<file path="config.mk">
export PLATFORM = sky130hd
export DESIGN_NAME = cpu_exec_ctrl
export DESIGN_NICKNAME = d
export VERILOG_FILES = /design/src/rtl/cpu_exec_ctrl.sv
export SDC_FILE = /design/constraint.sdc
export NUM_CORES = 1
export LEC_CHECK = 0
export BUFFER_PORTS_ARGS = -buffer_cell sky130_fd_sc_hd__buf_2
export CAP_MARGIN = 5
export CORE_ASPECT_RATIO = 1.4
export CORE_MARGIN = 10
export CORE_UTILIZATION = 30
export CTS_BUF_LIST = sky130_fd_sc_hd__clkbuf_16
export DETAILED_ROUTE_END_ITERATION = 7
export RECOVER_POWER = 50
export SLEW_MARGIN = 0
export SYNTH_ARGS = -nofsm -noshare
export SYNTH_HDL_FRONTEND = slang
export SYNTH_SLANG_ARGS = --single-unit
export TNS_END_PERCENT = 100
</file>
<file path="constraint.sdc">
create_clock -name clk -period 1.7 [get_ports clk]
set_input_delay 0.085 -clock clk [delete_from_list [all_inputs] [get_ports clk]]
set_output_delay 0.085 -clock clk [all_outputs]
set_load 0.01 [all_outputs]
</file>
<file path="src/rtl/cpu_exec_ctrl.sv">
// Execution controller for the AVR core: debounced board buttons, stretched core reset,
// registered core clock-enable. Define CPU_EXEC_CTRL_BREAK_EN to add the PC breakpoint.
module cpu_exec_ctrl #(
  parameter logic [15:0] DEBOUNCE_CYCLES  = 16'd50000,
  parameter logic [7:0]  RST_STRETCH      = 8'd16,
  parameter logic [3:0]  STEP_CYCLES      = 4'd1,
  parameter logic        AUTO_RUN         = 1'b0,
  parameter logic        RST_ACTIVE_LEVEL = 1'b1
`ifdef CPU_EXEC_CTRL_BREAK_EN
  ,
  parameter int unsigned I_ADDR_WIDTH     = 10
`endif
) (
  input  logic       clk,
  input  logic       reset,
  input  logic       btn_run,
  input  logic       btn_step,
  input  logic       btn_rst,
  output logic       cpu_rst,
  output logic       cpu_ce,
  output logic [1:0] state
`ifdef CPU_EXEC_CTRL_BREAK_EN
  ,
  input  logic [I_ADDR_WIDTH-1:0] pc,
  input  logic [I_ADDR_WIDTH-1:0] bp_addr,
  input  logic                    bp_valid,
  output logic                    break_hit
`endif
);

  typedef enum logic [1:0] {
    StRstHold = 2'b00,
    StHalt    = 2'b01,
    StRun     = 2'b10,
    StStep    = 2'b11
  } state_e;

  // Button index: 0 run, 1 step, 2 rst.
  logic [2:0]  btn_raw;
  logic [2:0]  sync1_q, sync2_q;
  logic [2:0]  lvl_q, lvl_d;
  logic [2:0]  press_q, press_d;
  logic [15:0] db_cnt_q [3];
  logic [15:0] db_cnt_d [3];

  assign btn_raw = {btn_rst, btn_step, btn_run};

  always_comb begin
    lvl_d   = lvl_q;
    press_d = '0;
    for (int i = 0; i < 3; i++) begin
      db_cnt_d[i] = '0;
      if (sync2_q[i] != lvl_q[i]) begin
        if (db_cnt_q[i] >= DEBOUNCE_CYCLES - 16'd1) begin
          lvl_d[i]   = sync2_q[i];
          press_d[i] = sync2_q[i];
        end else begin
          db_cnt_d[i] = db_cnt_q[i] + 16'd1;
        end
      end
    end
  end

  logic run_p, step_p, rst_p;
  assign run_p  = press_q[0];
  assign step_p = press_q[1];
  assign rst_p  = press_q[2];

  state_e     state_q, state_d;
  logic [7:0] hold_q, hold_d;
  logic [3:0] step_q, step_d;
  logic       cpu_rst_q, cpu_rst_d;
  logic       cpu_ce_q, cpu_ce_d;
  logic       hit_q, hit_d;
  logic       bp_hit;

`ifdef CPU_EXEC_CTRL_BREAK_EN
  assign bp_hit    = (state_q == StRun) && cpu_ce_q && bp_valid && (pc == bp_addr);
  assign break_hit = hit_q;
`else
  assign bp_hit = 1'b0;
`endif

  always_comb begin
    state_d = state_q;
    hold_d  = hold_q;
    step_d  = step_q;
    hit_d   = hit_q;
    if (rst_p) begin
      state_d = StRstHold;
      hold_d  = RST_STRETCH - 8'd1;
      hit_d   = 1'b0;
    end else begin
      unique case (state_q)
        StRstHold: begin
          if (hold_q == 8'd0) state_d = AUTO_RUN ? StRun : StHalt;
          else                hold_d  = hold_q - 8'd1;
        end
        StHalt: begin
          if (run_p) begin
            state_d = StRun;
          end else if (step_p) begin
            state_d = StStep;
            step_d  = STEP_CYCLES - 4'd1;
          end
        end
        StRun: begin
          if (bp_hit || run_p) state_d = StHalt;
        end
        StStep: begin
          if (step_q == 4'd0) state_d = StHalt;
          else                step_d  = step_q - 4'd1;
        end
      endcase
      // A breakpoint landing with a run press still halts and keeps the flag set.
      if (bp_hit)     hit_d = 1'b1;
      else if (run_p) hit_d = 1'b0;
    end
    cpu_rst_d = (state_d == StRstHold) ? RST_ACTIVE_LEVEL : ~RST_ACTIVE_LEVEL;
    cpu_ce_d  = (state_d == StRun) || (state_d == StStep);
  end

  always_ff @(posedge clk) begin
    if (reset) begin
      sync1_q   <= '0;
      sync2_q   <= '0;
      lvl_q     <= '0;
      press_q   <= '0;
      for (int i = 0; i < 3; i++) db_cnt_q[i] <= '0;
      state_q   <= StRstHold;
      hold_q    <= RST_STRETCH - 8'd1;
      step_q    <= '0;
      cpu_rst_q <= RST_ACTIVE_LEVEL;
      cpu_ce_q  <= 1'b0;
      hit_q     <= 1'b0;
    end else begin
      sync1_q   <= btn_raw;
      sync2_q   <= sync1_q;
      lvl_q     <= lvl_d;
      press_q   <= press_d;
      for (int i = 0; i < 3; i++) db_cnt_q[i] <= db_cnt_d[i];
      state_q   <= state_d;
      hold_q    <= hold_d;
      step_q    <= step_d;
      cpu_rst_q <= cpu_rst_d;
      cpu_ce_q  <= cpu_ce_d;
      hit_q     <= hit_d;
    end
  end

  assign cpu_rst = cpu_rst_q;
  assign cpu_ce  = cpu_ce_q;
  assign state   = state_q;

endmodule

</file>
==> results.yml <==
final_layout:
  nets: 417
  seq_area_um2: 1520
  diodes: 0
  fillers: 1064
  finalInstanceArea_um2: 3950
  post-route-util: 0.377
  multi_input_area_um2: 1690
  area_delta_synth_final_pct: 21.4
  drive_above_1_share: 0.129
place:
  post-dp-hpwl_um: 4350
  dp_worst_setup_slack_ns: -0.113
  io_buffers: 8
  place_congestion: 0.767
  dpl_cell_area_um2: 3600
hold_path:
  hp-class: "in -> reg"
  hold_path_depth: 3
worst_setup_path:
  r2r_cells: 6
  cp_num_cells: 6
  worstPathRequired_ns: 1.91
  crit_buf_inv: 1
  critPathSlowestCell: "or4b_4"
  cp.arrival_ns: 1.89
  start_kind: "flop"
  crit_family: "simple AND/OR/NAND/NOR gates"
  criticalPathCategory: "reg -> reg"
  end_kind: "flop"
  slowest_delay_ns: 0.53
  path_cells: "inv_2, ha_4, or4b_4, o211ai_1, xor2_1, nand2_1"
  cp_max_fo: 6
sta:
  layout_setup_ws_ns: 0.0188
  setup_violations: 0
  slew-limit-headroom: 0.659
  fin_crit_sh: 0.989
  hold_violations: 0
  tns_ns: 0
  tightest_slew_ns: 0.507
  max_freq_mhz: 595
  drv_slew: 0
  fin_skew_ns: 0.00600
  min_period_ns: 1.68
  rsz0062_at_grt: "yes"
clock_network:
  clock-root-buffer: "clkbuf_16"
  cts_max_level: 3
  clock_sink_count: 76
  clockBufferDepth: 2
  cts_tree: "built"
  cts.clk_slew.worst_paths_ns: 0.06
  clock_latency_ns: 0.33
  numCtsBuffers: 9
job:
  drv_cap: 0
synth:
  synth_cell_types: 41
  synth-edff-count: 0
  avgSynthCellArea_um2: 8.73
  syn_nets: 383
  syn_inst: 372
  yosysSeqAreaShare: 0.468
  synth_flop_cell: "dfxtp_1"
  netlist_area_um2: 3250
  synthArstFlopShare: 0
  yosysWarnings: 0
  synth_seq_cells: 76
route:
  first_iter_violations: 85
  wirelength_um: 6300
  drc_errors: 0
  dr.pass1.iters: 4
  wl_per_cell_um: 11.5
  vias_per_cell: 4.75
  num_vias: 2605
  ant_nets: 0
grt:
  track_usage: 0.0852
  grt_pass1_vias: 2557
  antenna_found_initial: 0
  overflow: 0
  grt_pass1_wl_um: 10700
  grt_max_degree: 18
floorplan:
  core_um2: 10500
  die_y_um: 143
  io_pins: 9
  die_area_um2: 15500
  die-width_um: 108
  rows: 44
  start_util: 0.311
pwr:
  power_density_nw_per_um2: 893
  p_total_uw: 3520
  leakage_uw: 0.00124
  peakVddDrop_v: 0.000446
run_status:
  run_status: "completed"
per-layer routing:
metal	global-route usage	vias to the layer above	wire length, um
li1	-	1340	-
met1	0.0911	1221	2850
met2	0.142	30	3090
met3	0.0234	14	198
met4	0.0585	0	162
met5	0	-	0
registers in the layout, indices dropped and copies added (netlist names):
| name | count |
|---|---|
| lvl_q | 3 |
| sync2_q | 3 |
| cpu_rst | 1 |
| db_cnt_q | 48 |
| step_q | 4 |
| state | 2 |
| sync1_q | 3 |
| cpu_ce | 1 |
| hold_q | 8 |
| press_q | 3 |
stage by stage:
step                instances  hold slack (ns)
detailed placement        529            0.307
finish                    548           0.0702
floorplan                 372            0.213
global route              548           0.0842
global placement          529            0.298
CTS                       547           0.0611
path summary, 6_finish.rpt:
| kind | endpoint | startpoint | slack, ns |
|---|---|---|---|
| worst max-delay path | hold_q[3] | hold_q[0] | 0.02 |
| worst min-delay path | hold_q[0] | reset | 0.07 |
| worst max register to register | hold_q[3] | hold_q[0] | 0.02 |
| worst min register to register | sync2_q[1] | sync1_q[1] | 0.44 |
where the power goes:
part / total (uW) / internal, uW / switching (uW)
Clock: 1630 / 950 / 680
Combinational: 86.9 / 45.5 / 41.4
Sequential: 1810 / 1800 / 9.35
synth_stat cells, drive strengths merged (2+ instances only):
cell	instances	share of area
nand3	16	0.025
nor4	13	0.025
nand4	10	0.019
nand2b	6	0.012
or2	2	0.0038
o21ai	7	0.011
nor3	22	0.034
nand2	17	0.020
nor2b	7	0.013
and2	2	0.0038
clkbuf	8	0.0096
nor2	72	0.083
or4	4	0.0092
xor2	8	0.022
nand4b	2	0.0054
buf	2	0.0058
inv	16	0.018
a21boi	2	0.0046
mux2i	3	0.0092
xnor2	40	0.11
ha	6	0.023
or3	5	0.0096
a31oi	2	0.0038
dfxtp	76	0.47
o211ai	5	0.012
a21oi	7	0.011
cell usage in the layout (no fill, tap or decap), types with 3 or more instances in the layout:
cell type and n:
o21ai_0 6, o211ai_1 5, nor3_1 22, xnor2_1 40
buf_2 4, nand2_1 17, clkbuf_1 4, nand3_1 16
nor4_1 12, clkinv_1 4, or4_1 3, nand4_1 10
clkbuf_16 9, nand2b_1 6, a21oi_1 6, dlygate4sd3_1 3
xor2_1 8, nor2_1 70, mux2i_1 3, ha_1 5
dfxtp_1 74, nor2b_1 7, inv_1 15, buf_4 20
or3_1 5
layout make-up:
cell class	count	area share
Multi-Input combinational cell	270	0.429
Clock inverter	6	0.00603
Tap cell	138	0.0438
Sequential cell	76	0.386
Inverter	16	0.0152
Clock buffer	9	0.0571
Timing Repair Buffer	33	0.0625
worst register-to-register path: cells and delay by family (launching register included):
kind / cells / cell delay (ns)
xor gates and xnor gates: 1 / 0.16
adders and majority gates: 1 / 0.14
buffers and inverters: 1 / 0.07
DFF: 1 / 0.32
and+or+nand+nor: 2 / 0.59
AOI/OAI and AO/OA: 1 / 0.27
cells by family (layout without fill, tap and decap cells):
group                      after synthesis  count (layout)  synth area share
AOI/OAI and AO/OA                       30              30            0.0608
xor gates and xnor gates                48              48             0.129
adders and majority gates                6               6            0.0231
buffers and inverters                   26              64            0.0339
DFF                                     76              76             0.468
muxes                                    3               3           0.00924
and+or+nand+nor                        183             183             0.275
what timing repair did:
action                                  4_1_cts  5_1_grt
hold buffers                                  3        0
pin swaps                                     0        7
endpoints found under the setup margin       11       43
setup buffers                                 0        1
resized for setup                             4       14
hold endpoints to repair                      3        0
No activity file was read; power rests on OpenSTA's default activity.
